**config.mk**
```make
export PLATFORM = sky130hd
export DESIGN_NAME = m_cp0
export DESIGN_NICKNAME = d
export VERILOG_FILES = /design/src/rtl/m_cp0.sv
export SDC_FILE = /design/constraint.sdc
export NUM_CORES = 1
export LEC_CHECK = 0
export CAP_MARGIN = 20
export CORE_MARGIN = 2
export CORE_UTILIZATION = 38
export CTS_CLUSTER_DIAMETER = 40
export DETAILED_ROUTE_END_ITERATION = 10
export PLACE_DENSITY = 0.81
export SYNTH_ARGS = -nofsm -noshare
export SYNTH_HDL_FRONTEND = slang
export SYNTH_SLANG_ARGS = --single-unit
```
**constraint.sdc**
```tcl
create_clock -name clk -period 2.6 [get_ports clk]
set_input_delay 0.52 -clock clk [delete_from_list [all_inputs] [get_ports clk]]
set_output_delay 0.52 -clock clk [all_outputs]
set_load 0.03 [all_outputs]
```
**src/rtl/m_cp0.sv**
```systemverilog
// Coprocessor-0 for the M stage: SR, Cause, EPC, PRId, mfc0/mtc0/eret handling
// and the single exception/interrupt request that flushes M/W and redirects fetch.
module m_cp0 #(
  parameter logic [31:0] PRID_VALUE = 32'h2021_0707
) (
  input  logic        clk,
  input  logic        reset,
  input  logic        we,
  input  logic [4:0]  addr,
  input  logic [31:0] din,
  input  logic [31:0] pc_in,
  input  logic        bd_in,
  input  logic [4:0]  exc_code_in,
  input  logic        eret,
  input  logic [5:0]  hw_int,
  output logic        req,
  output logic [31:0] dout,
  output logic [31:0] epc_out
);

  localparam logic [4:0] ADDR_SR    = 5'd12;
  localparam logic [4:0] ADDR_CAUSE = 5'd13;
  localparam logic [4:0] ADDR_EPC   = 5'd14;
  localparam logic [4:0] ADDR_PRID  = 5'd15;

  logic [5:0]  im;
  logic        exl;
  logic        ie;
  logic        bd;
  logic [5:0]  ip;
  logic [4:0]  exc_code;
  logic [31:0] epc;

  logic        int_req;
  logic        exc_req;
  logic [31:0] epc_base;
  logic [31:0] epc_next;
  logic [31:0] sr_val;
  logic [31:0] cause_val;

  // Request decode uses registered SR with live interrupt lines and ExcCode.
  always_comb begin
    int_req  = (|(hw_int & im)) & ie & ~exl;
    exc_req  = (exc_code_in != 5'd0) & ~exl;
    req      = int_req | exc_req;
    epc_base = bd_in ? (pc_in - 32'd4) : pc_in;
    epc_next = {epc_base[31:2], 2'b00};
  end

  // CP0 state update; exception entry wins over mtc0, eret lands after any SR write.
  always_ff @(posedge clk) begin
    if (reset) begin
      im       <= 6'd0;
      exl      <= 1'b0;
      ie       <= 1'b0;
      bd       <= 1'b0;
      ip       <= 6'd0;
      exc_code <= 5'd0;
      epc      <= 32'd0;
    end else begin
      ip <= hw_int;
      if (req) begin
        exl      <= 1'b1;
        exc_code <= int_req ? 5'd0 : exc_code_in;
        bd       <= bd_in;
        epc      <= epc_next;
      end else begin
        if (we) begin
          case (addr)
            ADDR_SR: begin
              im  <= din[15:10];
              exl <= din[1];
              ie  <= din[0];
            end
            ADDR_EPC: epc <= din;
            default: ;
          endcase
        end
        if (eret) begin
          exl <= 1'b0;
        end
      end
    end
  end

  // mfc0 read mux plus the EPC bypass that lets mtc0 EPC feed a following eret.
  always_comb begin
    sr_val    = {16'd0, im, 8'd0, exl, ie};
    cause_val = {bd, 15'd0, ip, 3'd0, exc_code, 2'b00};
    dout      = 32'd0;
    case (addr)
      ADDR_SR:    dout = sr_val;
      ADDR_CAUSE: dout = cause_val;
      ADDR_EPC:   dout = epc;
      ADDR_PRID:  dout = PRID_VALUE;
      default:    dout = 32'd0;
    endcase
    if (we && (addr == ADDR_EPC) && !req) begin
      epc_out = din;
    end else begin
      epc_out = epc;
    end
  end

endmodule
```
==> results.toml <==
[outcome]
outcome = "finished, violations left"
violations = "negative setup slack"

[global_routing]
grt_pass1_wl_mm = 23.3
grt_usage_pct = 25.9
antenna_found_initial = 0
grt_max_degree = 49
overflow = 0
grt_pass1_vias = 4522

[power_and_ir_drop]
power_leakage_uw = 0.00256
power_uw = 2160
pwr-share-seq_pct = 41.9
comb_power_share_pct = 36.2
power_frac_clock_pct = 21.9
switchingPower_uw = 696
powerDensity_nw_per_um2 = 349
swShare_pct = 32.2
ir_worst_vdd_uv = 226
intPower_uw = 1470

[synth]
synth-seq-cells = 52
synth-edff-count = 0
synth_nets = 542
synth_cells = 456
synth_area_um2 = 3830
syn_area_per_cell_um2 = 8.39
synth_ff_type = "dfxtp_1"
synth_warnings = 0
synthDistinctLibCells = 52
seq_area_frac_synth_pct = 27.2
synthArstFlopShare_pct = 0

[detailed_routing]
antenna_left = 0
first_iter_violations = 467
vias = 4623
wire_per_inst_um = 18.9
viasPerCell = 5.91
routed_wirelength_mm = 14.8
firstDrtPassIters = 5
drcViolationCount = 0

[floorplanning]
coreArea_um2 = 9770
die_h_um = 104
std_cell_rows = 36
ios = 150
initial_utilization_pct = 39.2
die_area_um2 = 10900
fp.dieW_um = 104

[sta]
drv_slew = 0
finalCritPeriodShare_pct = 113
whs_ns = 0.461
hold_viol = 0
setup_slack_ns = -0.332
max_freq_ghz = 0.341
worst_pin_slew_ns = 0.604
slew_headroom_pct = 58.7
fin_worst_skew_ns = 0.00965
rsz0062_at_grt = "true"
min_period_ns = 2.93
finalSetupViolCount = 32

[worst_setup_path]
rr_startpoint = "im[1]"
worstRegToRegCells = 6
arrival_ns = 2.41
critPathTopFamily = "buffers and inverters"
worstPathRequired_ns = 2.08
worstSetupEndpointType = "output port"
worst-path-buf-inv = 5
cp_slowest_cell = "clkdlybuf4s50_1"
slowest_delay_ns = 0.42
timing.rr.end = "epc[27]"
rrSetupSlack_ns = 0.75
critPathMostFrequentCell = "buf_6"
crit_path_start_kind = "primary input"
crit_type = "primary input to output port"
worst-path-max-fanout = 7
crit_chain = "clkdlybuf4s50_1 -> and3b_2 -> nand2_2 -> nor3_4 -> buf_6 -> buf_12 -> buf_6 -> mux2_4 -> buf_6"

[cts]
cts_tree = "yes"
cts_root_buf = "clkbuf_8"
cts_buffers = 5
insertion_delay_ns = 0.31
path_clk_slew_ns = 0.10
clock_path_buffers = 2
cts_sinks = 52
cts_htree_levels = 2
holdBufCountCts = 0

[final_layout]
drive_gt1_share_pct = 32.7
diodes = 0
area_delta_synth_final_pct = 61.9
nets = 734
stdcell_area_um2 = 6200
utilization_pct = 63.4

[flow_run]
drv_cap = 0

[min_path]
hold_path_startpoint = "exc_code_in[3]"
whs_path_depth = 3
min_to = "exc_code[3]"
hp-class = "primary input to register"

[placement]
dpl_cell_area_um2 = 5820
place.port_buffers = 147
hpwl_mm = 11.3
place.gp.congestion = 0.901
stage by stage:
step | setup slack (ns) | instances | TNS (ns)
3_3_place_gp | -1.07 | 771 | -35.38
6_report | -0.332 | 782 | -8.18
5_1_grt | -0.352 | 782 | -9.07
4_1_cts | -0.370 | 780 | -9.94
3_5_place_dp | -1.17 | 771 | -39.79
2_1_floorplan | -0.0327 | 456 | -0.785
how the worst max path moves through the flow:
stage | end | cells past startpoint | start | slack (ns)
6_report | epc_out[21] | 9 | addr[4] | -0.33
5_1_grt | epc_out[4] | 7 | addr[3] | -0.35
4_1_cts | epc_out[22] | 9 | exc_code_in[3] | -0.37
3_5_place_dp | epc_out[17] | 7 | exc_code_in[0] | -1.17
3_3_place_gp | epc_out[24] | 7 | exc_code_in[0] | -1.07
2_1_floorplan | epc_out[13] | 5 | exc_code_in[0] | -0.03
logic make-up (layout without fill, tap and decap cells):
| group | after synthesis | count (layout) | synth area share, % |
|---|---|---|---|
| simple gates | 184 | 184 | 28.1 |
| compound gates | 108 | 108 | 21.6 |
| flops | 52 | 52 | 27.2 |
| mux | 51 | 51 | 14.4 |
| buf+inv | 47 | 240 | 5.46 |
| xor+xnor | 13 | 13 | 2.97 |
| fa+ha+maj | 1 | 1 | 0.327 |
cells in the final DEF, fill, tap and decap left out, drive strengths merged, types with 10 or more instances in the layout:
| cell | netlist | final |
|---|---|---|
| a2111oi | 29 | 29 |
| a311oi | 17 | 17 |
| or3 | 12 | 12 |
| mux2 | 32 | 32 |
| or4 | 14 | 14 |
| dfxtp | 52 | 52 |
| mux2i | 19 | 19 |
| nor3 | 11 | 11 |
| a21oi | 10 | 10 |
| nand2b | 16 | 16 |
| a211oi | 15 | 15 |
| nor2 | 37 | 37 |
| clkdlybuf4s50 | 0 | 69 |
| o21ai | 11 | 11 |
| and3 | 43 | 43 |
| buf | 9 | 142 |
cell type report:
type                    instances  area (µm²)
well taps                     133         166
inverters                       5        18.8
clock buffers                   8        90.1
repair buffers                227        2120
fillers                       810        3580
multi-input cells             357        2760
flip-flops and latches         52        1040
timing repair:
action                                  CTS  global route
endpoints found under the setup margin   60            46
gates resized for setup                 204            31
setup buffers                             2             2
gates cloned                              1             0
pin swaps                                 7            13
power by group through the flow:
stage	Clock [µW]	Combinational, µW	Sequential [µW]
after floorplan	0	361	897
after global placement	0	717	919
after detailed placement	0	732	921
after CTS	477	754	903
after global routing	507	823	911
final	475	782	906
sequential cells by signal (all words and copies together), names as in the netlist:
name / cells
im: 6
ip: 6
exc_code: 5
exl: 1
ie: 1
epc: 32
bd: 1
routing by layer:
metal | global-route usage (%) | share of wire [%] | vias to the layer above
met4 | 8.88 | 3.0 | 0
met3 | 3.32 | 5.9 | 41
li1 | - | - | 2170
met1 | 33.7 | 42 | 2204
met5 | 0 | 0 | -
met2 | 44.0 | 49 | 208
Yosys cell counts (all sizes together), types with 12 or more instances:
cell type	number	share of area [%]
a311oi	17	3.9
dfxtp	52	27
or4	14	2.8
mux2	32	9.4
or3	12	2.0
a211oi	15	2.9
nor2	37	3.6
nand2b	16	2.6
a2111oi	29	6.6
mux2i	19	5.0
clkbuf	30	2.9
and3	43	7.0
tightest hold or removal path, delay by kind of cell:
kind                   cells  cell delay, ns
and+or+nand+nor            1            0.08
buffers and inverters      1            0.07
muxes                      1            0.06
Note: power is estimated with default switching activity, not from simulation.
